===== config.mk =====
export PLATFORM = sky130hd
export DESIGN_NAME = pit_multi_counter
export DESIGN_NICKNAME = d
export VERILOG_FILES = /design/src/rtl/pit_multi_counter.sv
export SDC_FILE = /design/constraint.sdc
export NUM_CORES = 1
export LEC_CHECK = 0
export BUFFER_PORTS_ARGS = -buffer_cell sky130_fd_sc_hd__buf_2
export CORE_MARGIN = 3
export CORE_UTILIZATION = 35
export CTS_BUF_LIST = sky130_fd_sc_hd__clkbuf_8
export DETAILED_ROUTE_END_ITERATION = 12
export GPL_ROUTABILITY_DRIVEN = 0
export PLACE_DENSITY_LB_ADDON = 0.08
export SYNTH_ARGS = -nofsm -noshare
export SYNTH_HDL_FRONTEND = slang
export SYNTH_SLANG_ARGS = --single-unit

===== constraint.sdc =====
create_clock -name clk -period 7.7 [get_ports clk]
set_input_delay 0.385 -clock clk [delete_from_list [all_inputs] [get_ports clk]]
set_output_delay 0.385 -clock clk [all_outputs]
set_load 0.005 [all_outputs]

===== src/rtl/pit_multi_counter.sv =====
// Programmable interval timer: N_CH 16-bit down-counters (modes 0/2/3, binary/BCD) behind one 8-bit port.
// Latency: writes act on the clk after the strobe edge, od the clk after; count events 3 clk after a clk_cnt fall.
// Backpressure: none; every strobe edge is taken, a count event colliding with a channel write waits one clk.
module pit_multi_counter #(
    parameter int N_CH   = 3,
    parameter bit BCD_EN = 1'b1
) (
    input  logic            clk,
    input  logic            rflagreset,
    input  logic [N_CH-1:0] clk_cnt,
    input  logic [N_CH-1:0] gate,
    output logic [N_CH-1:0] out,
    input  logic            cs_n,
    input  logic [1:0]      a,
    input  logic [7:0]      id,
    output logic [7:0]      od,
    input  logic            ior_n,
    input  logic            iow_n
);

    localparam logic [2:0] N_CH3 = 3'(N_CH);

    typedef struct packed {
        logic [5:0]  mr;          // control word bits 5:0 as written
        logic [15:0] cr;          // count register
        logic [15:0] ce;          // counting element
        logic [15:0] ol;          // output latch
        logic [7:0]  st;          // latched status
        logic [7:0]  lsb;         // first byte of an LSB-then-MSB write
        logic        ol_vld;
        logic        st_vld;
        logic        null_cnt;
        logic        wr_msb;      // next count byte is the MSB
        logic        rd_msb;      // next read byte is the MSB
        logic        run;         // CE holds a loaded count
        logic        load_pend;   // CR->CE copy on next event
        logic        reload_pend; // gate rise seen, reload on next event
        logic        evt_pend;    // event deferred by a bus write
        logic        out;
    } ch_t;

    ch_t ch_q [N_CH];
    ch_t ch_d [N_CH];

    logic            iow_n_q, iow_n_d, ior_n_q, ior_n_d;
    logic [7:0]      od_q, od_d;
    logic [N_CH-1:0] cclk_s1_q, cclk_s1_d, cclk_s2_q, cclk_s2_d, cclk_p_q, cclk_p_d;
    logic [N_CH-1:0] gate_s1_q, gate_s1_d, gate_s2_q, gate_s2_d, gate_p_q, gate_p_d;

    logic        wr_fire, rd_fire, mode_ok;
    ch_t         c, n;
    logic [1:0]  idx, md;
    logic        bcd, g, grise, ev_edge, cw_hit, rb_hit, cnt_wr, rd_hit, bad, cmpl, last;
    logic [15:0] nv, nce, src;

    // Decrement by 1 or 2 in binary or BCD; BCD borrows ripple across all four digits.
    function automatic logic [15:0] dec_cnt(input logic [15:0] v, input logic [1:0] d, input logic is_bcd);
        logic [15:0] r;
        logic [4:0]  nib;
        logic        br;
        r  = v - {14'd0, d};
        br = 1'b0;
        if (is_bcd) begin
            for (int k = 0; k < 4; k++) begin
                nib = {1'b0, v[4*k +: 4]} - ((k == 0) ? {3'd0, d} : {4'd0, br});
                if (nib[4]) begin
                    r[4*k +: 4] = nib[3:0] + 4'd10;
                    br          = 1'b1;
                end else begin
                    r[4*k +: 4] = nib[3:0];
                    br          = 1'b0;
                end
            end
        end
        return r;
    endfunction

    // Next-state logic: bus decode, synchronisers, and per-channel counting/latching.
    always_comb begin
        wr_fire   = !cs_n && iow_n_q && !iow_n;
        rd_fire   = !cs_n && ior_n_q && !ior_n;
        mode_ok   = !(id[3:1] == 3'd1 || id[3:1] == 3'd4 || id[3:1] == 3'd5);
        iow_n_d   = iow_n;
        ior_n_d   = ior_n;
        cclk_s1_d = clk_cnt;
        cclk_s2_d = cclk_s1_q;
        cclk_p_d  = cclk_s2_q;
        gate_s1_d = gate;
        gate_s2_d = gate_s1_q;
        gate_p_d  = gate_s2_q;
        od_d      = od_q;
        if (rd_fire && ({1'b0, a} >= N_CH3)) od_d = 8'hFF;
        for (int i = 0; i < N_CH; i++) begin
            c       = ch_q[i];
            n       = c;
            idx     = 2'(i);
            md      = c.mr[2:1];
            bcd     = c.mr[0];
            g       = gate_s2_q[i];
            grise   = gate_s2_q[i] & ~gate_p_q[i];
            ev_edge = cclk_p_q[i] & ~cclk_s2_q[i];
            cw_hit  = wr_fire && (a == 2'd3) && (id[7:6] == idx);
            rb_hit  = wr_fire && (a == 2'd3) && (id[7:6] == 2'b11) && id[i+1];
            cnt_wr  = wr_fire && (a == idx);
            rd_hit  = rd_fire && (a == idx);
            bad     = bcd && ((id[3:0] > 4'd9) || (id[7:4] > 4'd9));
            cmpl    = 1'b0;
            last    = 1'b1;
            nv      = '0;
            nce     = '0;
            src     = c.ol_vld ? c.ol : c.ce;

            // Gate in modes 2/3: low forces out high, a rising edge schedules a reload.
            if (md != 2'b00) begin
                if (!g) n.out = 1'b1;
                if (grise) n.reload_pend = 1'b1;
            end

            // Count events; a write addressed to this channel owns the clk.
            if (cw_hit || cnt_wr) begin
                n.evt_pend = c.evt_pend | ev_edge;
            end else begin
                n.evt_pend = 1'b0;
                if (ev_edge || c.evt_pend) begin
                    if (c.load_pend) begin
                        n.ce          = (md == 2'b11) ? {c.cr[15:1], 1'b0} : c.cr;
                        n.load_pend   = 1'b0;
                        n.reload_pend = 1'b0;
                        n.run         = 1'b1;
                        n.null_cnt    = 1'b0;
                        if (md != 2'b00) n.out = 1'b1;
                    end else if (c.run && g) begin
                        case (md)
                            2'b00: begin
                                nce  = dec_cnt(c.ce, 2'd1, bcd);
                                n.ce = nce;
                                if (nce == 16'd0) n.out = 1'b1;
                            end
                            2'b10: begin
                                if (n.reload_pend || c.ce == 16'd1) begin
                                    n.ce          = c.cr;
                                    n.out         = 1'b1;
                                    n.null_cnt    = 1'b0;
                                    n.reload_pend = 1'b0;
                                end else begin
                                    nce  = dec_cnt(c.ce, 2'd1, bcd);
                                    n.ce = nce;
                                    if (nce == 16'd1) n.out = 1'b0;
                                end
                            end
                            2'b11: begin
                                if (n.reload_pend) begin
                                    n.ce          = {c.cr[15:1], 1'b0};
                                    n.out         = 1'b1;
                                    n.null_cnt    = 1'b0;
                                    n.reload_pend = 1'b0;
                                end else if (c.ce == ((c.out && c.cr[0]) ? 16'd0 : 16'd2)) begin
                                    // odd counts stretch the high phase by one event
                                    n.ce       = {c.cr[15:1], 1'b0};
                                    n.out      = !c.out;
                                    n.null_cnt = 1'b0;
                                end else begin
                                    n.ce = dec_cnt(c.ce, 2'd2, bcd);
                                end
                            end
                            default: ;
                        endcase
                    end
                end
            end

            // Control word for this channel: counter latch or mode set.
            if (cw_hit) begin
                if (id[5:4] == 2'b00) begin
                    if (!c.ol_vld) begin
                        n.ol     = c.ce;
                        n.ol_vld = 1'b1;
                        n.rd_msb = 1'b0;
                    end
                end else if (mode_ok) begin
                    n.mr          = {id[5:1], id[0] & BCD_EN};
                    n.null_cnt    = 1'b1;
                    n.run         = 1'b0;
                    n.load_pend   = 1'b0;
                    n.reload_pend = 1'b0;
                    n.evt_pend    = 1'b0;
                    n.ol_vld      = 1'b0;
                    n.st_vld      = 1'b0;
                    n.wr_msb      = 1'b0;
                    n.rd_msb      = 1'b0;
                    n.out         = (id[2:1] != 2'b00);
                end
            end

            // Read-back: latch count and/or status, never overwriting an unread latch.
            if (rb_hit) begin
                if (!id[5] && !c.ol_vld) begin
                    n.ol     = c.ce;
                    n.ol_vld = 1'b1;
                    n.rd_msb = 1'b0;
                end
                if (!id[4] && !c.st_vld) begin
                    n.st     = {c.out, c.null_cnt, c.mr};
                    n.st_vld = 1'b1;
                end
            end

            // Count byte writes; rejected bytes still advance the write pointer.
            if (cnt_wr) begin
                case (c.mr[5:4])
                    2'b01: begin cmpl = !bad; nv = {8'h00, id}; end
                    2'b10: begin cmpl = !bad; nv = {id, 8'h00}; end
                    2'b11: begin
                        n.wr_msb = !c.wr_msb;
                        if (!c.wr_msb) begin
                            if (!bad) begin
                                n.lsb = id;
                                if (md == 2'b00) begin
                                    n.out       = 1'b0;
                                    n.run       = 1'b0;
                                    n.load_pend = 1'b0;
                                end
                            end
                        end else begin
                            cmpl = !bad;
                            nv   = {id, c.lsb};
                        end
                    end
                    default: ;
                endcase
                if (cmpl && !(md == 2'b11 && nv == 16'd1)) begin
                    n.cr       = nv;
                    n.null_cnt = 1'b1;
                    if (md == 2'b00 || !c.run) begin
                        n.load_pend = 1'b1;
                        n.run       = 1'b0;
                    end
                    if (md == 2'b00) n.out = 1'b0;
                end
            end

            // Reads: status first, then latched count, then live count.
            if (rd_hit) begin
                if (c.st_vld) begin
                    od_d     = c.st;
                    n.st_vld = 1'b0;
                end else begin
                    case (c.mr[5:4])
                        2'b10: od_d = src[15:8];
                        2'b11: begin
                            od_d     = c.rd_msb ? src[15:8] : src[7:0];
                            last     = c.rd_msb;
                            n.rd_msb = !c.rd_msb;
                        end
                        default: od_d = src[7:0];
                    endcase
                    if (c.ol_vld && last) n.ol_vld = 1'b0;
                end
            end

            ch_d[i] = n;
        end
    end

    // State register with asynchronous reset to the idle, null-count state.
    always_ff @(posedge clk or posedge rflagreset) begin
        if (rflagreset) begin
            iow_n_q   <= 1'b1;
            ior_n_q   <= 1'b1;
            od_q      <= '0;
            cclk_s1_q <= '0;
            cclk_s2_q <= '0;
            cclk_p_q  <= '0;
            gate_s1_q <= '0;
            gate_s2_q <= '0;
            gate_p_q  <= '0;
            for (int i = 0; i < N_CH; i++) begin
                ch_q[i]          <= '0;
                ch_q[i].null_cnt <= 1'b1;
            end
        end else begin
            iow_n_q   <= iow_n_d;
            ior_n_q   <= ior_n_d;
            od_q      <= od_d;
            cclk_s1_q <= cclk_s1_d;
            cclk_s2_q <= cclk_s2_d;
            cclk_p_q  <= cclk_p_d;
            gate_s1_q <= gate_s1_d;
            gate_s2_q <= gate_s2_d;
            gate_p_q  <= gate_p_d;
            for (int i = 0; i < N_CH; i++) ch_q[i] <= ch_d[i];
        end
    end

    // Registered outputs.
    always_comb begin
        out = '0;
        for (int i = 0; i < N_CH; i++) out[i] = ch_q[i].out;
    end

    assign od = od_q;

endmodule


== Word-level counts from Yosys, hierarchy flattened ==
Index checks and enable logic that the tools add are counted.

* Register bits after elaboration: 268
* Output and inout bits: 11
* Bits of input ports: 21

* Bitwise gates (word level): 26
* $lt $le $gt $ge: 3
* Equality and inequality tests: 36
* Add/subtract/negate cells: 72
* Reduce and logical (&&, ||, !) cells: 125
* Multiplexer cells: 568

{| class="wikitable"
|+ Operators with widths
! cell !! count
|-
| $mux 16 || 75
|-
| $mux 1 || 369
|-
| $pmux 16 s3 || 6
|-
| $eq 16x1->1 const B || 9
|-
| $sub 4x1->5 || 27
|-
| $add 4x4->4 const B || 33
|-
| $mux 4 || 33
|-
| $mux 8 || 13
|-
| $mux 2 || 36
|-
| $mux 24 || 3
|-
| $mux 10 || 6
|-
| $eq 16x2->1 || 3
|-
| $logic_not 16->1 || 3
|-
| $pmux 8 s2 || 3
|-
| $sub 16x1->16 const B || 3
|-
| $sub 16x2->16 const B || 3
|-
| $logic_and 1x1->1 || 43
|-
| $eq 2x2->1 const B || 16
|-
| $logic_not 1->1 || 29
|-
| $mux 3 || 9
|-
| $reduce_and 4->1 || 6
|-
| $pmux 1 s2 || 9
|-
| $not 1->1 || 17
|-
| $reduce_bool 4->1 || 4
|-
| 17 further kinds || 72
|}

== Logic depth before layout (Yosys ltp) ==
* Word-level depth: 57
* Gate-level depth with buffers: 24
* Depth with buffers taken out: 22

== Least setup slack after synthesis ==
OpenSTA, ideal clock, no wires.

* Path kind: register -> register
* From: register ch_q[123] in the netlist's numbering
* To: register ch_q (netlist bit out[1])
* Data required time: 7,618 ps
* Cell stages (with the launch flop): 23
* Arrival: 5,074 ps
* Path slack: 2,544 ps
* Path through: dfrtp_1 > clkbuf_1 > inv_1 > ha_1 > nor3b_1 > ha_1 > ha_1 > nor3b_1 > ha_1 > ha_1 > nor3b_1 > ha_1 > ha_1 > xor2_1 > ha_1 > nand2b_1 > a211o_1 > o211ai_1 > o211ai_1 > nor4_1 > nand3_1 > or2_2 > a31oi_1

{| class="wikitable"
|+ RTL lines
! element !! RTL line !! text
|-
| from (decl) || 42 || <nowiki>ch_t ch_q [N_CH];</nowiki>
|}

==> results_dict.tcl <==
set metrics [dict create \
    status "completed" \
    antenna_found_initial 1 \
    power_w 0.00603 \
    r2r_setup_slack_ns 1.82 \
    top_register "ch_q" \
    maxCapViolCount 0 \
    die_width_um 237 \
    routed_via_density 5.67 \
    firstDrtPassIters 5 \
    area_delta_synth_final_pct 8.92 \
    cts_tree "yes" \
    nets 2181 \
    power.switching_w 0.00261 \
    peakVddDrop_v 0.000155 \
    route.detailed.drc 0 \
    grt_pass1_wl_mm 94.9 \
    antenna_left 0 \
    synthDistinctLibCells 99 \
    grt_use_total 0.214 \
    pin_count 32 \
    fillCellCount 5373 \
    hold_violations 0 \
    setup_viol 0 \
    yosysSeqAreaShare 0.359 \
    cp_common_cell "ha_1" \
    cpMaxStageDelayCell "nor3b_1" \
    syn_avg_cell_area_um2 8.83 \
    path_class "register to register" \
    p_per_area_nw_per_um2 296 \
    vias 15900 \
    switching_share 0.434 \
    dieArea_um2 56200 \
    synth.top_cell.area_share 0.352 \
    post-cts-setup-buffer-count 0 \
    crit_fanout 8 \
    pwr-share-seq 0.374 \
    crit_buf_inv 1 \
    layout_setup_ws_ns 1.82 \
    syn_inst 2116 \
    placed_cell_area_um2 19200 \
    worst_clock_skew_ns 0.0247 \
    hold_buffers 9 \
    grt_overflow 0 \
    required_ns 8.25 \
    fmaxAchievable_mhz 170 \
    clk_pin_slew_worst_paths_ns 0.06 \
    min_from "a[1]" \
    grt_max_degree 69 \
    worst_pin_slew_ns 1.24 \
    clockBufferDepth 3 \
    syn_nets 2219 \
    largest_reg_flops 158 \
    max_stage_delay_ns 0.57 \
    rsz0062_at_grt "false" \
    cp-start-kind "register" \
    core_area_um2 52700 \
    synth_edf_count 0 \
    drv_slew 0 \
    async_reset_ff_frac 1.00 \
    die_y_um 237 \
    startpoint "ch_q[123]$_DFFE_PP0P_" \
    slew-limit-headroom 0.168 \
    synth_seq_cells 268 \
    p_leak_nw 8.55 \
    synthTopCellsByArea "dfrtp_1 35%, mux2_2 6.6%, ha_1 5.5%" \
    synthTopCellsByCount "263 x dfrtp_1, 216 x nand2_1, 144 x nor2_1, 144 x o21ai_0, 131 x a21oi_1" \
    setup_tns_ns 0 \
    routed_wl_mm 61.3 \
    cts_resized 0 \
    yosysWarnings 0 \
    io_buffers 31 \
    path_delay_family "simple AND/OR/NAND/NOR gates" \
    internal-power_w 0.00342 \
    drtIter0Drc 1262 \
    clock_latency_ns 0.64 \
    p_comb_frac 0.385 \
    cts-root-buf "clkbuf_8" \
    fin_area_um2 20300 \
    critPathCaptureType "register" \
    numClockSinks 268 \
    post-route-period-util 0.764 \
    path_cells "inv_1, ha_1, nor3b_1, ha_1, ha_1, nor3b_1, ha_1, ha_1, nor3b_1, ha_1, ha_1, xor2_1, ha_1, nand2b_1, a211o_1, o211ai_1, o211ai_1, nor4_1, nand3_1, or2_2, a31oi_1" \
    routedWlPerCell_um 21.8 \
    drive_gt1_frac 0.143 \
    r2r-start "ch_q[123]$_DFFE_PP0P_" \
    power_frac_clock 0.241 \
    netlist_area_um2 18700 \
    arrival_ns 6.43 \
    rows 84 \
    htreeDepth 2 \
    yosysTopAreaCell "dfrtp_1" \
    cts_made_buffers 52 \
    initial_core_util 0.355 \
    synth.most_common_cell "dfrtp_1" \
    dpl.hpwl_mm 43.8 \
    hold_path.class "input pin to register" \
    synthFlopType "dfrtp_1" \
    min_period_ns 5.88 \
    dp_slack_ns 1.84 \
    post-route-util 0.386 \
    grt_pass1_vias 15300 \
]
## cells in the final DEF (no fill, tap or decap), types with 29 or more instances in the layout
cell	n
a22oi_1	45
nor2_1	144
o22ai_1	45
xnor2_1	72
mux2i_1	75
ha_1	82
nor3_1	29
a21oi_1	130
clkbuf_8	58
xor2_1	34
dfrtp_1	263
o21ai_0	143
mux2_2	110
buf_2	31
nand2_1	216
inv_1	132
nand3_1	66
## final timing paths
check,endpoint,cells after the start
max reg2reg,out[1]$_DFF_PP0_,21
min in group asynchronous,ch_q[229]$_DFFE_PP0P_,3
min reg2reg,gate_p_d[1]$_DFF_PP0_,0
min,c[1]$_DFF_PP0_,2
max,out[1]$_DFF_PP0_,21
max in group asynchronous,c[32]$_DFF_PP0_,5
## per-stage QoR
stage / hold WS (ns) / instances
after CTS: 0.115 / 2807
after global routing: 0.144 / 2807
after global placement: 0.332 / 2703
after floorplan: 0.331 / 2116
after detailed placement: 0.335 / 2703
final: 0.181 / 2808
## layer usage
layer / vias to the layer above / GRT usage / part of all wire
met5: - / 0 / 0
met4: 0 / 0.0456 / 0.017
met3: 67 / 0.0344 / 0.057
met2: 442 / 0.331 / 0.45
met1: 7854 / 0.316 / 0.48
li1: 7550 / - / -
## area by class of cell
type                    count  area [µm²]  area share
multi-input cells        1583       10900       0.536
flip-flops and latches    268        6710       0.330
well taps                 688         861      0.0423
clock buffers              58         798      0.0392
inverters                 114         432      0.0212
repair buffers             59         388      0.0191
clock inverters            37         239      0.0117
diodes                      1        2.50    0.000123
## logic make-up after synthesis
| logic type | after synthesis | synth area share |
|---|---|---|
| mux | 188 | 0.109 |
| buf+inv | 265 | 0.0580 |
| flops | 268 | 0.359 |
| compound gates | 582 | 0.204 |
| fa+ha+maj | 82 | 0.0549 |
| simple gates | 625 | 0.166 |
| xor+xnor | 106 | 0.0497 |
## power by group through the flow
stage	clock, W	combinational [W]	sequential [W]
after floorplan	0	0.00198	0.00187
after global placement	0	0.00228	0.00227
after detailed placement	0	0.00230	0.00227
after CTS	0.00150	0.00232	0.00225
after global routing	0.00157	0.00260	0.00231
final	0.00145	0.00232	0.00225
## worst register-to-register path, stage by stage, from the launching register on
cell and delay (ns):
dfrtp_1 0.47, inv_1 0.23, ha_1 0.29, nor3b_1 0.57
ha_1 0.32, ha_1 0.25, nor3b_1 0.32, ha_1 0.25
ha_1 0.26, nor3b_1 0.36, ha_1 0.25, ha_1 0.24
xor2_1 0.10, ha_1 0.21, nand2b_1 0.15, a211o_1 0.29
o211ai_1 0.10, o211ai_1 0.17, nor4_1 0.42, nand3_1 0.11
or2_2 0.28, a31oi_1 0.16
(Power assumes the default switching activity.)
